## src/rtl/mem_port_arbiter_pkg.sv

```systemverilog
// ---------------------------------------------------------------------------
// mem_port_arbiter_pkg
//
// Purpose:
//   Shared definitions for the memory port arbiter that sits between the
//   openmips core and the unified instruction/data memory. Provides the bus
//   widths used by the core, the enable/disable literals and the arbiter
//   state encoding.
//
// Contents:
//   InstAddrBus  - instruction address bus width
//   RegBus       - register / data bus width
//   ArbEnable    - active literal for single-bit enables
//   ArbDisable   - inactive literal for single-bit enables
//   arb_state_e  - 2-bit arbiter state encoding
//   is_busy()    - true while a bus cycle is outstanding
// ---------------------------------------------------------------------------
package mem_port_arbiter_pkg;

  localparam int InstAddrBus = 32;
  localparam int RegBus      = 32;

  localparam logic ArbEnable  = 1'b1;
  localparam logic ArbDisable = 1'b0;

  typedef enum logic [1:0] {
    ArbIdle    = 2'b00,
    ArbBusyIf  = 2'b01,
    ArbBusyMem = 2'b10,
    ArbResp    = 2'b11
  } arb_state_e;

  // Both busy states hold the bus; the watchdog only runs while in one.
  function automatic logic is_busy(input arb_state_e state);
    return (state == ArbBusyIf) || (state == ArbBusyMem);
  endfunction

endpackage

```

## src/rtl/mem_port_arbiter_watchdog.sv

```systemverilog
// ---------------------------------------------------------------------------
// bus_watchdog
//
// Purpose:
//   Counts the cycles a bus access has been outstanding and raises timeout_o
//   in the cycle that is the TIMEOUT-th busy cycle, so the arbiter can abort
//   a memory that never acknowledges. TIMEOUT = 0 disables the watchdog.
//
// Ports:
//   clk_i      in   system clock, rising edge
//   rst_ni     in   asynchronous reset, active-low
//   clear_i    in   restart the count (asserted when a new access is granted)
//   enable_i   in   count this cycle (asserted while the bus is busy)
//   timeout_o  out  combinational: this busy cycle is the last one allowed
// ---------------------------------------------------------------------------
module bus_watchdog
  import mem_port_arbiter_pkg::*;
#(
  parameter int TIMEOUT = 255,
  parameter int TO_W    = 8
) (
  input  logic clk_i,
  input  logic rst_ni,
  input  logic clear_i,
  input  logic enable_i,
  output logic timeout_o
);

  localparam logic WdActive = (TIMEOUT != 0) ? ArbEnable : ArbDisable;

  // The count holds the number of busy cycles already completed, so the
  // TIMEOUT-th busy cycle is the one where the count equals TIMEOUT-1.
  localparam logic [TO_W-1:0] LastCount = TO_W'((TIMEOUT > 0) ? (TIMEOUT - 1) : 0);

  logic [TO_W-1:0] count_q;
  logic [TO_W-1:0] count_d;

  // Timeout decode for the current busy cycle.
  always_comb begin
    timeout_o = WdActive && enable_i && (count_q == LastCount);
  end

  // Next count: clear wins, then count busy cycles; stop once expired so
  // the counter can never wrap around and fire a second time.
  always_comb begin
    count_d = count_q;
    if (clear_i) begin
      count_d = '0;
    end else if (enable_i && !timeout_o) begin
      count_d = count_q + TO_W'(1);
    end
  end

  // Counter register.
  always_ff @(posedge clk_i or negedge rst_ni) begin
    if (!rst_ni) begin
      count_q <= '0;
    end else begin
      count_q <= count_d;
    end
  end

endmodule

```

## src/rtl/mem_port_arbiter.sv

```systemverilog
// ---------------------------------------------------------------------------
// mem_port_arbiter
//
// Purpose:
//   Shares one external memory port between instruction fetch and the MEM
//   stage. Each access is granted in IDLE, holds the bus until bus_ack_i (or
//   the watchdog expires), then returns data with a one-cycle ack in RESP.
//   Data requests win over fetch requests. Stall requests to the pipeline
//   controller are combinational from req and ack.
//
// Parameters:
//   ADDR_W   address width
//   DATA_W   data width (byte enables are DATA_W/8 wide)
//   TIMEOUT  busy cycles without bus_ack before abort; 0 disables
//   TO_W     watchdog counter width, must hold TIMEOUT
//
// Ports:
//   clk_i, rst_ni                       clock, async active-low reset
//   if_req_i, if_addr_i                 fetch request and address
//   if_rdata_o, if_ack_o                fetched word and completion pulse
//   mem_req_i, mem_we_i, mem_sel_i,
//   mem_addr_i, mem_wdata_i             data request fields
//   mem_rdata_o, mem_ack_o              read data and completion pulse
//   bus_stb_o, bus_we_o, bus_sel_o,
//   bus_addr_o, bus_wdata_o             memory bus request
//   bus_rdata_i, bus_ack_i              memory bus response
//   bus_err_o                           pulse with the ack of an aborted access
//   stallreq_if_o, stallreq_mem_o       pipeline stall requests
// ---------------------------------------------------------------------------
module mem_port_arbiter
  import mem_port_arbiter_pkg::*;
#(
  parameter int ADDR_W  = InstAddrBus,
  parameter int DATA_W  = RegBus,
  parameter int TIMEOUT = 255,
  parameter int TO_W    = 8
) (
  input  logic                  clk_i,
  input  logic                  rst_ni,

  input  logic                  if_req_i,
  input  logic [ADDR_W-1:0]     if_addr_i,
  output logic [DATA_W-1:0]     if_rdata_o,
  output logic                  if_ack_o,

  input  logic                  mem_req_i,
  input  logic                  mem_we_i,
  input  logic [DATA_W/8-1:0]   mem_sel_i,
  input  logic [ADDR_W-1:0]     mem_addr_i,
  input  logic [DATA_W-1:0]     mem_wdata_i,
  output logic [DATA_W-1:0]     mem_rdata_o,
  output logic                  mem_ack_o,

  output logic                  bus_stb_o,
  output logic                  bus_we_o,
  output logic [DATA_W/8-1:0]   bus_sel_o,
  output logic [ADDR_W-1:0]     bus_addr_o,
  output logic [DATA_W-1:0]     bus_wdata_o,
  input  logic [DATA_W-1:0]     bus_rdata_i,
  input  logic                  bus_ack_i,
  output logic                  bus_err_o,

  output logic                  stallreq_if_o,
  output logic                  stallreq_mem_o
);

  localparam int SEL_W = DATA_W / 8;

  arb_state_e state_q, state_d;

  logic              busStb_q,   busStb_d;
  logic              busWe_q,    busWe_d;
  logic [SEL_W-1:0]  busSel_q,   busSel_d;
  logic [ADDR_W-1:0] busAddr_q,  busAddr_d;
  logic [DATA_W-1:0] busWdata_q, busWdata_d;
  logic              busErr_q,   busErr_d;
  logic              ifAck_q,    ifAck_d;
  logic              memAck_q,   memAck_d;
  logic [DATA_W-1:0] ifRdata_q,  ifRdata_d;
  logic [DATA_W-1:0] memRdata_q, memRdata_d;

  logic wdClear;
  logic wdEnable;
  logic wdTimeout;

  bus_watchdog #(
    .TIMEOUT (TIMEOUT),
    .TO_W    (TO_W)
  ) u_bus_watchdog (
    .clk_i     (clk_i),
    .rst_ni    (rst_ni),
    .clear_i   (wdClear),
    .enable_i  (wdEnable),
    .timeout_o (wdTimeout)
  );

  // The watchdog only advances while a bus cycle is outstanding.
  always_comb begin
    wdEnable = is_busy(state_q);
  end

  // Next-state and output logic. Acks, error and read data are one-cycle
  // values loaded on the way into RESP and defaulting back to zero, so the
  // rdata outputs are zero whenever no read ack is being presented.
  always_comb begin
    state_d    = state_q;
    busStb_d   = busStb_q;
    busWe_d    = busWe_q;
    busSel_d   = busSel_q;
    busAddr_d  = busAddr_q;
    busWdata_d = busWdata_q;
    busErr_d   = 1'b0;
    ifAck_d    = 1'b0;
    memAck_d   = 1'b0;
    ifRdata_d  = '0;
    memRdata_d = '0;
    wdClear    = 1'b0;

    unique case (state_q)
      ArbIdle: begin
        // The data request belongs to an older instruction; serving it first
        // keeps the pipeline from deadlocking on its own fetch.
        if (mem_req_i) begin
          state_d    = ArbBusyMem;
          busStb_d   = ArbEnable;
          busWe_d    = mem_we_i;
          busSel_d   = mem_sel_i;
          busAddr_d  = mem_addr_i;
          busWdata_d = mem_wdata_i;
          wdClear    = ArbEnable;
        end else if (if_req_i) begin
          state_d    = ArbBusyIf;
          busStb_d   = ArbEnable;
          busWe_d    = ArbDisable;
          busSel_d   = '1;
          busAddr_d  = if_addr_i;
          busWdata_d = '0;
          wdClear    = ArbEnable;
        end
      end

      ArbBusyIf, ArbBusyMem: begin
        // A real ack in the expiry cycle wins over the watchdog.
        if (bus_ack_i || wdTimeout) begin
          state_d  = ArbResp;
          busStb_d = ArbDisable;
          if (state_q == ArbBusyIf) begin
            ifAck_d = ArbEnable;
          end else begin
            memAck_d = ArbEnable;
          end
          if (bus_ack_i) begin
            if (!busWe_q) begin
              if (state_q == ArbBusyIf) begin
                ifRdata_d = bus_rdata_i;
              end else begin
                memRdata_d = bus_rdata_i;
              end
            end
          end else begin
            busErr_d = ArbEnable;
          end
        end
      end

      ArbResp: begin
        // No grant here: the acked requester needs this cycle to retire or
        // replace its request before it could be seen again.
        state_d = ArbIdle;
      end

      default: begin
        state_d  = ArbIdle;
        busStb_d = ArbDisable;
      end
    endcase
  end

  // State and output registers. Reset is asynchronous so bus_stb drops the
  // moment reset asserts, abandoning any in-flight access.
  always_ff @(posedge clk_i or negedge rst_ni) begin
    if (!rst_ni) begin
      state_q    <= ArbIdle;
      busStb_q   <= 1'b0;
      busWe_q    <= 1'b0;
      busSel_q   <= '0;
      busAddr_q  <= '0;
      busWdata_q <= '0;
      busErr_q   <= 1'b0;
      ifAck_q    <= 1'b0;
      memAck_q   <= 1'b0;
      ifRdata_q  <= '0;
      memRdata_q <= '0;
    end else begin
      state_q    <= state_d;
      busStb_q   <= busStb_d;
      busWe_q    <= busWe_d;
      busSel_q   <= busSel_d;
      busAddr_q  <= busAddr_d;
      busWdata_q <= busWdata_d;
      busErr_q   <= busErr_d;
      ifAck_q    <= ifAck_d;
      memAck_q   <= memAck_d;
      ifRdata_q  <= ifRdata_d;
      memRdata_q <= memRdata_d;
    end
  end

  assign bus_stb_o   = busStb_q;
  assign bus_we_o    = busWe_q;
  assign bus_sel_o   = busSel_q;
  assign bus_addr_o  = busAddr_q;
  assign bus_wdata_o = busWdata_q;
  assign bus_err_o   = busErr_q;
  assign if_ack_o    = ifAck_q;
  assign if_rdata_o  = ifRdata_q;
  assign mem_ack_o   = memAck_q;
  assign mem_rdata_o = memRdata_q;

  // Stall requests are combinational so the pipeline releases in the ack cycle.
  assign stallreq_if_o  = if_req_i & ~ifAck_q;
  assign stallreq_mem_o = mem_req_i & ~memAck_q;

endmodule

```

## config.mk

```make
export PLATFORM = sky130hd
export DESIGN_NAME = mem_port_arbiter
export DESIGN_NICKNAME = d
export VERILOG_FILES = /design/src/rtl/mem_port_arbiter_pkg.sv /design/src/rtl/mem_port_arbiter_watchdog.sv /design/src/rtl/mem_port_arbiter.sv
export SDC_FILE = /design/constraint.sdc
export NUM_CORES = 1
export LEC_CHECK = 0
export BUFFER_PORTS_ARGS = -buffer_cell sky130_fd_sc_hd__buf_2
export CAP_MARGIN = 20
export CORE_ASPECT_RATIO = 1.2
export CORE_MARGIN = 2
export CORE_UTILIZATION = 25
export DETAILED_ROUTE_END_ITERATION = 7
export PLACE_DENSITY_LB_ADDON = 0.2
export SLEW_MARGIN = 40
export SYNTH_ARGS = -nofsm -noshare
export SYNTH_HDL_FRONTEND = slang
export SYNTH_SLANG_ARGS = --single-unit
```

## constraint.sdc

```tcl
create_clock -name clk_i -period 2.3 [get_ports clk_i]
set_input_delay 0.46 -clock clk_i [delete_from_list [all_inputs] [get_ports clk_i]]
set_output_delay 0.46 -clock clk_i [all_outputs]
set_load 0.05 [all_outputs]
```

# After elaboration in Yosys (flattened, before gate mapping)
# Index checks and enable logic that the tools add are counted.
# word_totals
ff_bits,147
in_bits,138
output_inout_bits,139
elab_cells,76
# classes
add_sub_neg,1
n_eq_ne,6
n_mux,40
bitwise,4
n_reduce_logical,13
# ops
cell,count
$mux 32,14
$mux 1,17
$mux 8,2
$add 8x1->8 const B,1
$eq 8x8->1 const B,1
$mux 4,2
$mux 2,3
$pmux 2 s3,1
$reduce_bool 2->1,3
$eq 2x2->1 const B,2
$reduce_and 2->1,2
$ne 3x3->1 const B,1
$reduce_and 3->1,1
$and 1x1->1,2
$eq 2x1->1 const B,1
$logic_and 1x1->1,2
$logic_not 2->1,1
$logic_or 1x1->1,2
$ne 2x2->1 const B,1
$not 1->1,2
$pmux 1 s2,1
$reduce_or 2->1,1
$logic_not 1->1,1

# Depth between registers and ports, before layout
# logic_depth
word_depth,7
ltp_mapped,7
depth_no_buf,6

# By module
# From an unflattened synthesis, not the netlist that was laid out.
# unflattened
hier_cells,439
area_unflattened_um2,5743.0
# by_module_without_submodules
module,instances,cells_per_inst,area_each_um2,seq_area_each_um2
mem_port_arbiter,1,391,5236.3,3478.3
bus_watchdog,1,48,506.7,200.2

# Least setup slack after synthesis
# Ideal clock, no wire load.
# synth_path
path_kind,input to output
startpoint,input port mem_req_i
endpoint,output port stallreq_mem_o
arrival_ns,1.827
t_required_ns,1.840
slack_ns,0.013
stages,4
path_buffers,3
path_cell_list,clkbuf_1 > buf_2 > buf_2 > nor2b_1
# synth_between
elab_chain_cells,1
# synth_lines
element,line,source
start: declaration,mem_port_arbiter.sv:46,"input logic mem_req_i,"
$and 1x1->1,mem_port_arbiter.sv:222,assign stallreq_mem_o = mem_req_i & ~memAck_q;
end: declaration,mem_port_arbiter.sv:64,output logic stallreq_mem_o
# Every way passes these cells.

# Worst setup path in the final report
# layout_path
startpoint,register state_q[0]
endpoint,register u_bus_watchdog.count_q[7]
# layout_between
elab_chain_cells,6
elab_cells_between_ends,10
cone_classes,2 x eq/ne; 2 x mux; 6 x reduce/logical
# layout_lines
element,line,source
start: declaration,mem_port_arbiter.sv:69,"arb_state_e state_q, state_d;"
start signal: assignment,mem_port_arbiter.sv:183,state_q <= ArbIdle;
start signal: assignment,mem_port_arbiter.sv:195,state_q <= state_d;
$eq 2x1->1 or $eq 2x2->1 (tied branches),mem_port_arbiter_pkg.sv:35,return (state == ArbBusyIf) || (state == ArbBusyMem);
$logic_or 1x1->1,mem_port_arbiter_pkg.sv:35,
$logic_and 1x1->1,mem_port_arbiter_watchdog.sv:40,timeout_o = WdActive && enable_i && (count_q == LastCount);
$logic_not 1->1,mem_port_arbiter_watchdog.sv:49,end else if (enable_i && !timeout_o) begin
$logic_and 1x1->1,mem_port_arbiter_watchdog.sv:49,
$reduce_bool 2->1 (no line),--,
end signal: assignment,mem_port_arbiter_watchdog.sv:59,count_q <= count_d;
end: declaration,mem_port_arbiter_watchdog.sv:35,logic [TO_W-1:0] count_q;
# Parallel ways exist; a longest one is shown, timed or not.
# A chain may end at the register's enable or synchronous reset.

==> metrics <==
status complete, no violations; Area contributors post-synth dfrtp_1 66%, and2_1 7.3%, mux2i_1 5.8%; clk_skew 0.01442 ns; R2R setup slack 0.34 ns; CTS Buffer Depth 2; Setup crit start kind flip-flop; crit path from state_q[0]$_DFFE_PN0P_; Post-Synthesis Cells 445; setup_tns 0 ns; clock slew at reported path FFs 0.07 ns; die height 167.5 microns; chip width 140.3 microns; routed wire length 15490 microns; number of diodes 0; critical path class reg -> reg; postcts setup bufs 0; vias in the first global route 4702; total track usage 0.1342; GPL Wtd Cong 0.8056; top-area cell type share of the netlist area 0.6604; count of boundary I/O pins 277; hold worst-path end mem_rdata_o[24]$_DFF_PN0_; largest net degree at the start of global routing 64; Critical Path End Type flip-flop; worst skew pair latency 0.42 ns; Netlist Area Pre-Place 5570 sq um; Slew Limit Fails 0; via count 4317; Total Die Area 23500 sq um; initial antenna violation count 0; first-pass GRT wire length 24550 microns; Clock Sinks 147; CTS HTree Levels 4; Mapped Nets 589; final worst path period share 0.8522; synthesis-to-layout area growth 42.12%; DR vias/cell 4.262; port buffer count 276; FF-to-FF Start state_q[0]$_DFFE_PN0P_; Congestion Overflow GR 0; Pre-antenna DRT Iters 4; fill count 2132; Rel. slew slack 0.6796; Final HPWL DP 11580 microns; routed len/inst 15.29 microns; HP Class in -> reg; Worst EP arrival 2.30 ns; Area after DPL 7330 sq um; final instance area 7916 sq um; flop and latch count out of synthesis 147; CP max FO 10; DRC 0; sequential area share after synthesis 0.6604; syn avg cell area 12.52 sq um; Worst-Margin Slew 0.4806 ns; NumNets Final 870; Final setup violation count 0; FF-to-FF End u_bus_watchdog.count_q[7]$_DFFE_PN0P_; Core Footprint 21780 sq um; max-cap violations 0; worst endpoint required time 2.64 ns; leading cell type in the layout, fill and taps excluded buf_2; most frequent cells in the layout 275 x buf_2, 147 x dfrtp_1, 65 x and2_1; Reg2Reg Depth 6; row cnt 59; Max Freq 0.5102 GHz; CTS root buffer clkbuf_16; Hold Violations, Final 0; Leak Pwr 4.335 nW; initial DRC count 154; Yosys warnings 0; hold_sp bus_rdata_i[24]; WHS Path Cells 2; pwr dens 1508 nW/um^2; post-synth top area cell dfrtp_1; post-synthesis cell type count 30; Tmin final 1.960 ns; fraction of layout cells with a size suffix above 1 0.4398; Initial Utilization 0.2558; Max IR drop VDD 0.6483 mV; CTS Buf Count 17; CTS tree built; RSZ-0062 raised after global routing no; Post-DRT Antenna Nets 0
==> cells in the mapped netlist <==
cell type,number
clkbuf_1,19
nor2_1,12
ha_1,6
nor3_1,1
mux2_2,2
a211o_1,1
or3_1,1
nand4_1,4
o311ai_0,1
nand2b_1,2
and2_1,65
xor2_1,1
nor4_1,1
nand3_1,2
mux2i_1,32
and3_1,1
a21oi_1,5
dfrtp_1,147
xnor2_1,5
a22o_1,33
o31ai_1,2
nand2_1,42
buf_6,1
nor2b_1,3
o22a_1,4
and4_1,1
o21ai_0,22
o21ai_1,16
buf_2,8
inv_1,5
==> registers in the layout, summed over array words and instances, names as in the netlist <==
| signal | flops |
|---|---|
| bus_sel_o | 4 |
| if_ack_o | 1 |
| bus_addr_o | 32 |
| u_bus_watchdog.count_q | 8 |
| bus_we_o | 1 |
| bus_wdata_o | 32 |
| bus_err_o | 1 |
| bus_stb_o | 1 |
| mem_rdata_o | 32 |
| mem_ack_o | 1 |
| state_q | 2 |
| if_rdata_o | 32 |
==> metal layers <==
layer  global-route usage  share of wire
met3              0.06034           0.11
met2               0.2266           0.48
met4              0.04260          0.011
met5                    0              0
met1               0.1520           0.41
==> final cells by class <==
cell class,instances,area (sq um),area share
multi-input combinational,265,1767,0.2232
clock buffer,20,456.7,0.05769
timing repair buffer,290,1533,0.1936
inverter,5,18.77,0.002371
clock inverter,12,120.1,0.01517
tap,274,342.8,0.04331
sequential,147,3679,0.4647
==> logic make-up after synthesis <==
| family | Yosys count | synth area share |
|---|---|---|
| DFF | 147 | 0.6604 |
| and+or+nand+nor | 135 | 0.1271 |
| AOI/OAI and AO/OA | 84 | 0.1027 |
| muxes | 34 | 0.06155 |
| buffers and inverters | 33 | 0.02538 |
| xor gates and xnor gates | 6 | 0.009434 |
| adders and majority gates | 6 | 0.01348 |
==> timing repair <==
item | 4_1_cts | 5_1_grt
hold buffers | 1 | 0
gates resized for setup | 0 | 0
hold endpoints to repair | 36 | 0
==> worst max-delay path, cell delays in order (launching register included) <==
cell	delay, ns
dfrtp_1	0.40
inv_1	0.10
ha_1	0.45
nand4_1	0.12
a211o_1	0.31
or3_1	0.35
a21oi_1	0.16
==> how the worst max path moves through the flow <==
stage	cells past startpoint	end
2_1_floorplan	4	stallreq_mem_o
3_3_place_gp	6	u_bus_watchdog.count_q[7]$_DFFE_PN0P_
3_5_place_dp	6	u_bus_watchdog.count_q[7]$_DFFE_PN0P_
4_1_cts	6	u_bus_watchdog.count_q[7]$_DFFE_PN0P_
5_1_grt	6	u_bus_watchdog.count_q[7]$_DFFE_PN0P_
6_report	6	u_bus_watchdog.count_q[7]$_DFFE_PN0P_
==> through the flow <==
stage	setup slack [ns]	util	hold WS (ns)	total power, mW	instances
detailed placement	0.3697	0.3366	0.4473	9.350	980
finish	0.3399	0.3635	0.2535	11.93	1013
floorplan	0.01264	-	0.1644	7.818	445
global route	0.1907	0.3635	0.2270	12.64	1013
CTS	0.3621	0.3635	0.2274	12.12	1013
global placement	0.4334	0.3366	0.4431	9.247	980
==> report_power, final <==
group	total, mW	internal (mW)	switching (mW)
Combinational	5.47	1.35	4.12
Clock	2.69	1.56	1.13
Sequential	3.77	3.39	0.385
Total	11.9	6.30	5.63
(Power assumes the default switching activity.)
